==> config.mk <==
export PLATFORM = sky130hd
export DESIGN_NAME = reg_file_mp
export DESIGN_NICKNAME = d
export VERILOG_FILES = /design/src/rtl/reg_file_mp_pkg.sv /design/src/rtl/reg_file_scoreboard.sv /design/src/rtl/reg_file_mp.sv
export SDC_FILE = /design/constraint.sdc
export NUM_CORES = 2
export LEC_CHECK = 0
export BUFFER_PORTS_ARGS = -buffer_cell sky130_fd_sc_hd__buf_2
export CAP_MARGIN = 20
export CORE_MARGIN = 2
export CORE_UTILIZATION = 51
export DETAILED_ROUTE_END_ITERATION = 16
export GPL_TIMING_DRIVEN = 1
export PLACE_DENSITY = 0.72
export SETUP_SLACK_MARGIN = 0.3
export SLEW_MARGIN = 20
export SYNTH_ARGS = -nofsm -noshare
export SYNTH_HDL_FRONTEND = slang
export SYNTH_HIERARCHICAL = 1
export SYNTH_SLANG_ARGS = --single-unit
==> constraint.sdc <==
create_clock -name i_clk -period 8.8 [get_ports i_clk]
set_input_delay 0.44 -clock i_clk [delete_from_list [all_inputs] [get_ports i_clk]]
set_output_delay 0.44 -clock i_clk [all_outputs]
set_load 0.02 [all_outputs]
==> src/rtl/reg_file_mp_pkg.sv <==
// Shared definitions for the multi-port register file: default geometry,
// the hardwired zero register and the scoreboard per-register update kinds.
package reg_file_mp_pkg;

  localparam int XLEN      = 32;
  localparam int RF_ADDR_W = 5;
  localparam int ZERO_REG  = 0;

  typedef enum logic [1:0] {
    SB_HOLD,
    SB_SET,
    SB_CLR,
    SB_FLUSH
  } sb_op_e;

endpackage

==> src/rtl/reg_file_scoreboard.sv <==
// Per-register busy bits with flush > alloc > write-clear precedence, plus a
// registered count of busy registers that always tracks the bit vector.
module reg_file_scoreboard
  import reg_file_mp_pkg::*;
#(
  parameter int ADDR_W = RF_ADDR_W,
  parameter int NUM_WR = 2
) (
  input  logic                     i_clk,
  input  logic                     i_rst_n,
  input  logic [NUM_WR-1:0]        i_wr_en,
  input  logic [NUM_WR*ADDR_W-1:0] i_wr_addr,
  input  logic                     i_alloc_en,
  input  logic [ADDR_W-1:0]        i_alloc_addr,
  input  logic                     i_flush,
  output logic [2**ADDR_W-1:0]     o_busy,
  output logic [ADDR_W:0]          o_busy_cnt
);

  localparam int DEPTH = 2**ADDR_W;
  localparam int CNT_W = ADDR_W + 1;

  logic [DEPTH-1:0] busy_q;
  logic [DEPTH-1:0] busy_nxt;
  logic [CNT_W-1:0] cnt_q;
  logic [CNT_W-1:0] cnt_nxt;

  // x0 is skipped entirely, so its bit keeps the reset value of 0.
  always_comb begin
    sb_op_e op;
    logic   wr_hit;
    op       = SB_HOLD;
    wr_hit   = 1'b0;
    busy_nxt = busy_q;
    cnt_nxt  = '0;
    for (int r = 1; r < DEPTH; r++) begin
      op     = SB_HOLD;
      wr_hit = 1'b0;
      for (int j = 0; j < NUM_WR; j++) begin
        if (i_wr_en[j] && i_wr_addr[j*ADDR_W +: ADDR_W] == ADDR_W'(r))
          wr_hit = 1'b1;
      end
      if (i_flush)
        op = SB_FLUSH;
      else if (i_alloc_en && i_alloc_addr == ADDR_W'(r))
        op = SB_SET;
      else if (wr_hit)
        op = SB_CLR;
      case (op)
        SB_SET:           busy_nxt[r] = 1'b1;
        SB_CLR, SB_FLUSH: busy_nxt[r] = 1'b0;
        default:          busy_nxt[r] = busy_q[r];
      endcase
      cnt_nxt = cnt_nxt + CNT_W'(busy_nxt[r]);
    end
  end

  always_ff @(posedge i_clk or negedge i_rst_n) begin
    if (!i_rst_n) begin
      busy_q <= '0;
      cnt_q  <= '0;
    end else begin
      busy_q <= busy_nxt;
      cnt_q  <= cnt_nxt;
    end
  end

  assign o_busy     = busy_q;
  assign o_busy_cnt = cnt_q;

endmodule

==> src/rtl/reg_file_mp.sv <==
// Multi-port register file with hardwired x0, optional same-cycle write
// forwarding to reads, and a busy scoreboard for outstanding producers.
module reg_file_mp
  import reg_file_mp_pkg::*;
#(
  parameter int DATA_W = XLEN,
  parameter int ADDR_W = RF_ADDR_W,
  parameter int NUM_RD = 2,
  parameter int NUM_WR = 2,
  parameter bit BYPASS = 1'b1
) (
  input  logic                     i_clk,
  input  logic                     i_rst_n,
  input  logic [NUM_RD*ADDR_W-1:0] i_rd_addr,
  output logic [NUM_RD*DATA_W-1:0] o_rd_data,
  output logic [NUM_RD-1:0]        o_rd_busy,
  input  logic [NUM_WR-1:0]        i_wr_en,
  input  logic [NUM_WR*ADDR_W-1:0] i_wr_addr,
  input  logic [NUM_WR*DATA_W-1:0] i_wr_data,
  input  logic                     i_alloc_en,
  input  logic [ADDR_W-1:0]        i_alloc_addr,
  input  logic                     i_flush,
  output logic [ADDR_W:0]          o_busy_cnt
);

  localparam int DEPTH = 2**ADDR_W;

  logic [DATA_W-1:0] mem [DEPTH];
  logic [DEPTH-1:0]  busy;

  // Ascending port loop: the last matching write scheduled wins, so the
  // highest enabled port index takes priority on an address collision.
  always_ff @(posedge i_clk or negedge i_rst_n) begin
    if (!i_rst_n) begin
      for (int r = 0; r < DEPTH; r++) mem[r] <= '0;
    end else begin
      for (int j = 0; j < NUM_WR; j++) begin
        if (i_wr_en[j] && i_wr_addr[j*ADDR_W +: ADDR_W] != ADDR_W'(ZERO_REG))
          mem[i_wr_addr[j*ADDR_W +: ADDR_W]] <= i_wr_data[j*DATA_W +: DATA_W];
      end
    end
  end

  reg_file_scoreboard #(
    .ADDR_W (ADDR_W),
    .NUM_WR (NUM_WR)
  ) u_scoreboard (
    .i_clk        (i_clk),
    .i_rst_n      (i_rst_n),
    .i_wr_en      (i_wr_en),
    .i_wr_addr    (i_wr_addr),
    .i_alloc_en   (i_alloc_en),
    .i_alloc_addr (i_alloc_addr),
    .i_flush      (i_flush),
    .o_busy       (busy),
    .o_busy_cnt   (o_busy_cnt)
  );

  for (genvar k = 0; k < NUM_RD; k++) begin : g_rd
    logic [ADDR_W-1:0] addr;
    logic [DATA_W-1:0] data;
    logic              hit;

    assign addr = i_rd_addr[k*ADDR_W +: ADDR_W];

    // Forwarding is suppressed while in reset so reads stay at zero.
    always_comb begin
      data = mem[addr];
      hit  = 1'b0;
      for (int j = 0; j < NUM_WR; j++) begin
        if (BYPASS && i_rst_n && i_wr_en[j] &&
            i_wr_addr[j*ADDR_W +: ADDR_W] == addr) begin
          data = i_wr_data[j*DATA_W +: DATA_W];
          hit  = 1'b1;
        end
      end
      if (addr == ADDR_W'(ZERO_REG)) begin
        data = '0;
        hit  = 1'b0;
      end
    end

    assign o_rd_data[k*DATA_W +: DATA_W] = data;
    assign o_rd_busy[k] = (addr != ADDR_W'(ZERO_REG)) && busy[addr] && !hit;
  end

endmodule

[Word level (Yosys, flattened, before mapping)]
Index checks and enable logic that the tools add are counted.
Storage, ports and cells
  register bits: 1061
  bits of input ports: 95
  output and inout bits: 72
  word-level logic and storage cells: 628
Operators by class
  add/subtract/negate cells: 30
  $lt $le $gt $ge: 8
  equal/unequal tests: 190
  mux-type cells: 216
  bitwise gates (word level): 4
  reduce and logical (&&, ||, !) cells: 146
Operator list (count)
  1024-bit bitwise mux: 2
  1024-bit two-way mux: 2
  32-bit two-way mux: 12
  32-bit binary-select mux with 5-bit select: 2
  32-bit demux with 5-bit select: 2
  5-bit equality test (second input constant): 48
  2-bit two-way mux: 93
  6-bit by 1-bit adder with 6-bit output: 29
  2-bit equality test (second input constant): 62
  5-bit by 4-bit equality test with 1-bit output (second input constant): 24
  1-bit logical AND: 107
  1-bit two-way mux: 70
  2-bit by 1-bit equality test with 1-bit output (second input constant): 31
  1-bit one-hot mux with 2 select lines: 31
  2-bit OR reduction: 31
  5-bit by 3-bit equality test with 1-bit output (second input constant): 12
  5-bit by 2-bit equality test with 1-bit output (second input constant): 6
  6-bit greater-or-equal comparator (second input constant): 4
  5-bit inverter with 6-bit output: 4
  5-bit equality test: 4
  5-bit nonzero test: 4
  5-bit by 1-bit equality test with 1-bit output (second input constant): 3
  5-bit by 6-bit < comparator with 1-bit output (second input constant): 2
  6-bit by 1-bit < comparator with 1-bit output (second input constant): 2
  other kinds (4): 7

[Longest topological paths before layout]
  depth after elaboration: 40
  depth in mapped cells: 19
  gate-level depth less buffers: 18

[Modules after synthesis]
The synthesis kept the hierarchy.
By module, submodules not included
  reg_file_mp: times used 1, cells an instance 6495, area an instance 65684.2 µm², sequential area each 25624.6 µm²
  reg_file_scoreboard: times used 1, cells an instance 281, area an instance 2811.4 µm², sequential area each 925.9 µm²

[Worst setup path before layout]
No wires, ideal clock.
  path kind: input-to-reg
  start point: input i_wr_addr[6]
  end point: register u_scoreboard.cnt_q[4] (netlist: u_scoreboard/o_busy_cnt[4])
  library setup time: 80 ps
  arrival time: 5687 ps
  data required time: 8720 ps
  slack: 3033 ps
  stages on the path: 17
  path buffers: 1
  cells stage by stage: buf_2 > or4bb_1 > o22ai_1 > o32ai_1 > fa_1 > inv_1 > fa_1 > fa_1 > inv_1 > fa_1 > fa_1 > fa_1 > fa_1 > fa_1 > a21o_1 > a21oi_1 > xnor2_1
On the way
  longest elaborated chain between the ends: 39
  elaborated cells between the ends (all ways): 371
  those cells by class: add/sub (30); eq/ne (124); mux (155); reduce/logical (62)
Ends and longest elaborated chain
  start, declared: RTL line reg_file_mp.sv:18  | input logic [NUM_WR*ADDR_W-1:0] i_wr_addr,
  5-bit by 2-bit equality test with 1-bit output *: RTL line reg_file_scoreboard.sv:40  | if (i_wr_en[j] && i_wr_addr[j*ADDR_W +: ADDR_W] == ADDR_W'(r))
  1-bit logical AND *: RTL line reg_file_scoreboard.sv:40
  1-bit two-way mux *: RTL line reg_file_scoreboard.sv:40
  2-bit two-way mux *: RTL line reg_file_scoreboard.sv:47  | else if (wr_hit)
  2-bit two-way mux *: RTL line reg_file_scoreboard.sv:45  | else if (i_alloc_en && i_alloc_addr == ADDR_W'(r))
  2-bit two-way mux *: RTL line reg_file_scoreboard.sv:43  | if (i_flush)
  2-bit equality test: RTL line reg_file_scoreboard.sv:49  | case (op)
  2-bit OR reduction: RTL line reg_file_scoreboard.sv:49
  1-bit one-hot mux with 2 select lines *: RTL line reg_file_scoreboard.sv:49
  net u_scoreboard.busy_nxt[2]: RTL line reg_file_scoreboard.sv:24  | logic [DEPTH-1:0] busy_nxt;
  1-bit by 1-bit adder with 2-bit output *: RTL line reg_file_scoreboard.sv:54  | cnt_nxt = cnt_nxt + CNT_W'(busy_nxt[r]);
  6-bit by 1-bit adder with 6-bit output * (29 in a row): RTL line reg_file_scoreboard.sv:54
  net u_scoreboard.cnt_nxt[4]: RTL line reg_file_scoreboard.sv:26  | logic [CNT_W-1:0] cnt_nxt;
  end signal, assigned: RTL line reg_file_scoreboard.sv:64  | cnt_q <= cnt_nxt;
  end, declared: RTL line reg_file_scoreboard.sv:25  | logic [CNT_W-1:0] cnt_q;
The timed path passes the listed nets; every way through them passes the cells marked *.

[Worst setup path after layout]
  start point: input i_wr_addr[0]
  end point: register u_scoreboard.cnt_q[4] (netlist: u_scoreboard/o_busy_cnt[4])
On the way
  elaborated cells between the ends (all ways): 402
  those cells by class: add/sub (30); eq/ne (124); mux (186); reduce/logical (62)
RTL lines (RTL line)
  5-bit by 4-bit equality test with 1-bit output *: reg_file_scoreboard.sv:40
  1-bit logical AND *: reg_file_scoreboard.sv:40
  1-bit two-way mux * (2 in a row): reg_file_scoreboard.sv:40
  2-bit two-way mux *: reg_file_scoreboard.sv:47
  2-bit two-way mux *: reg_file_scoreboard.sv:45
  2-bit two-way mux *: reg_file_scoreboard.sv:43
  2-bit equality test: reg_file_scoreboard.sv:49
  2-bit OR reduction: reg_file_scoreboard.sv:49
  1-bit one-hot mux with 2 select lines *: reg_file_scoreboard.sv:49
  net u_scoreboard.busy_nxt[13]: reg_file_scoreboard.sv:24
  6-bit by 1-bit adder with 6-bit output * (19 in a row): reg_file_scoreboard.sv:54
  net u_scoreboard.cnt_nxt[4]: reg_file_scoreboard.sv:26
Marked as above.

==> results.py <==
metrics = {
    "cts": {
        "cts_setup_buffers": 0,
        "cts-buffers-inserted": 115,
        "tritoncts": "yes",
        "cts_sinks": 1061,
        "ctsResizeCount": 0,
        "ctsRootBufferMaster": "clkbuf_16",
        "clkLatencyLatePin_ns": 0.77,
        "cts_max_path_buffers": 3,
        "clkTransAtPathRegs_ns": 0.06,
        "htree_levels": 3,
    },
    "global_routing": {
        "antenna_found_initial": 36,
        "grt_usage": 0.4164,
        "grt_pass1_wl_microns": 413100,
        "grt.met1_usage": 0.5146,
        "grt_pass1_vias": 58010,
        "grt_max_degree": 166,
        "use_met3": 0.1935,
        "busiest_layer": "met2",
        "gr-total-overflow": 0,
        "use_met2": 0.5608,
    },
    "synthesis": {
        "synth_seq_cells": 1061,
        "ys_seq_area_frac": 0.3876,
        "synthArstFlopShare": 1.000,
        "syn_area_per_cell_sq_um": 10.11,
        "synth_edf_count": 0,
        "syn-cell-area_sq_um": 68500,
        "synth_ff_type": "dfrtp_1",
        "yosys_warnings": 6,
        "synth_nets": 6901,
        "syn_inst": 6776,
        "yosysUniqueCellTypes": 75,
    },
    "timing": {
        "tightest_slew_ns": 1.283,
        "max-slew-margin-rel": 0.1446,
        "slew_viol_final": 0,
        "holdWs_ns": 0.1402,
        "setup_viol": 0,
        "hold_viol": 0,
        "finClkSkew_ns": 0.03118,
        "finalSetupTns_ns": 0,
        "period_needed_ns": 5.662,
        "grt_setup_unrepaired": "no",
        "timing.final.crit_share": 0.6434,
        "fmax_mhz": 176.6,
    },
    "route": {
        "firstDrtPassIters": 7,
        "via_per_inst": 7.373,
        "drc": 0,
        "wire_per_inst_microns": 35.28,
        "drtIter0Drc": 9967,
        "drt_wl_total_microns": 290400,
        "vias": 60680,
        "ant_nets": 0,
    },
    "outcome": {
        "status": "finished, final reports clean",
    },
    "worst_setup_path": {
        "arrival_ns": 6.33,
        "end_kind": "flip-flop",
        "required_ns": 9.47,
        "critPathLaunchType": "primary input",
        "crit_type": "primary input to flip-flop",
        "critPathMaxFanout": 25,
    },
    "place": {
        "routabilityCongestion": 0.9561,
        "io_buffers": 166,
        "dp_hpwl_microns": 161900,
        "place_area_sq_um": 69070,
    },
    "die": {
        "fp.dieH_microns": 370.5,
        "dieArea_sq_um": 137300,
        "io-pin-count": 167,
        "die_x_microns": 370.5,
        "start_util": 0.5132,
        "coreArea_sq_um": 133500,
        "rows": 134,
    },
    "layout": {
        "fill_cells": 11470,
        "area_delta_synth_final_pct": 6.764,
        "drive_above_1_share": 0.1555,
        "final_cell_area_sq_um": 73130,
        "fin_nets": 6462,
    },
    "power": {
        "power.density_nw_per_um2": 223.6,
        "power_mw": 16.35,
        "ir_worst_vdd_mv": 0.1886,
        "p_leak_nw": 30.94,
    },
    "worst_hold_path": {
        "hp-class": "primary input to flip-flop",
    },
    "run": {
        "maxCapViolCount": 0,
    },
}
==> worst max-delay path: stages <==
cell and delay [ns]:
buf_2 0.44, or4bb_1 0.63, o22ai_1 0.18, o32ai_1 0.16, fa_1 0.58, inv_1 0.06
fa_1 0.49, fa_1 0.49, inv_1 0.05, fa_1 0.46, fa_1 0.51, fa_1 0.43
fa_1 0.43, fa_1 0.47, a21o_1 0.19, a21oi_1 0.16, xnor2_1 0.13
==> per-layer routing <==
metal / routed length [microns] / vias up
li1: - / 23980
met1: 98100 / 29360
met2: 116500 / 5588
met3: 48200 / 1723
met4: 27240 / 36
met5: 354 / -
==> flip-flops by register name (all words and copies together), names as in the netlist <==
| signal | count |
|---|---|
| mem | 1024 |
| u_scoreboard/o_busy | 31 |
| u_scoreboard/o_busy_cnt | 6 |
==> kinds of logic after synthesis <==
logic type	synth area share
muxes	0.2923
adders and majority gates	0.008001
DFF	0.3876
other	0.00005475
AOI/OAI and AO/OA	0.1590
buffers and inverters	0.06269
xor gates and xnor gates	0.002941
and+or+nand+nor	0.08746
==> power by group <==
group	total [mW]	internal [mW]	switching, mW
Clock	5.16	2.95	2.22
Combinational	4.10	2.02	2.08
Sequential	7.09	6.10	0.998
==> metrics by stage <==
stage          worst slack (ns)  instances    util
3_5_place_dp              2.431       7985  0.5176
3_3_place_gp              2.392       7985  0.5176
5_1_grt                   2.950       8210  0.5476
4_1_cts                   3.202       8198  0.5469
6_report                  3.138       8230  0.5480
2_1_floorplan             3.033       6776       -
==> final timing paths <==
path,from,end,slack [ns],cells past startpoint
max reg2reg,u_scoreboard/o_busy[19]$_DFF_PN0_,u_scoreboard/o_busy_cnt[4]$_DFF_PN0_,3.34,16
min in group asynchronous,i_rst_n,mem[155]$_DFF_PN0_,0.24,2
max,i_wr_addr[0],u_scoreboard/o_busy_cnt[4]$_DFF_PN0_,3.14,17
min reg2reg,mem[1009]$_DFF_PN0_,mem[1009]$_DFF_PN0_,0.39,0
min,i_alloc_addr[1],u_scoreboard/o_busy[4]$_DFF_PN0_,0.14,3
max in group asynchronous,i_rst_n,mem[946]$_DFF_PN0_,5.46,5
==> synth_stat cells, drive strengths merged (17+ instances only) <==
| library cell | instances | area share |
|---|---|---|
| and2 | 17 | 0.0016 |
| o31ai | 33 | 0.0036 |
| fa | 23 | 0.0067 |
| a211oi | 32 | 0.0035 |
| a32o | 34 | 0.0050 |
| o221ai | 55 | 0.0070 |
| a22o | 32 | 0.0041 |
| o32ai | 56 | 0.0072 |
| dfrtp | 1061 | 0.39 |
| nand2b | 25 | 0.0025 |
| nand3 | 50 | 0.0037 |
| a32oi | 42 | 0.0054 |
| mux4 | 400 | 0.13 |
| a2bb2oi | 35 | 0.0045 |
| inv | 75 | 0.0041 |
| nor2 | 701 | 0.039 |
| a221oi | 24 | 0.0031 |
| mux2i | 1065 | 0.16 |
| a21oi | 684 | 0.050 |
| nand2 | 546 | 0.030 |
| buf | 312 | 0.029 |
| clkbuf | 537 | 0.030 |
| a2111oi | 34 | 0.0051 |
| o22ai | 88 | 0.0080 |
| o21ai | 540 | 0.039 |
| mux2 | 31 | 0.0051 |
| a22oi | 84 | 0.0092 |
==> cells in the final DEF (no fill, tap or decap), types with 31 or more instances in the layout <==
master / Yosys / routed
o21ai_0: 507 / 507
clkbuf_16: 0 / 117
a32oi_1: 42 / 42
mux4_2: 400 / 400
o21ai_1: 33 / 33
nand2_1: 543 / 516
inv_1: 75 / 74
a211oi_1: 32 / 32
o22ai_1: 88 / 88
mux2i_1: 1065 / 1065
mux2_2: 31 / 31
buf_4: 66 / 124
dfrtp_1: 1061 / 1061
a22o_1: 32 / 32
o31ai_1: 33 / 33
o32ai_1: 56 / 56
clkbuf_1: 509 / 38
a22oi_1: 84 / 84
buf_2: 157 / 155
nor2_1: 693 / 671
a2bb2oi_1: 35 / 35
nand3_1: 49 / 44
o221ai_1: 55 / 55
a32o_1: 34 / 34
a21oi_1: 684 / 684
==> area by class of cell <==
type / count / area, sq um / share of cell area
antenna: 30 / 75.07 / 0.001027
clock buffer: 179 / 3401 / 0.04650
clock inverter: 33 / 511.7 / 0.006998
inverter: 75 / 281.5 / 0.003850
multi-input combinational: 4791 / 38170 / 0.5219
sequential: 1061 / 26550 / 0.3631
tap: 1768 / 2212 / 0.03025
timing repair buffer: 293 / 1932 / 0.02642
==> what timing repair did <==
action / in CTS / in global routing
hold buffers: 1 / 0
setup endpoints to repair: 0 / 0
hold endpoints to repair: 64 / 0
Power figures use the tool's default switching activity.
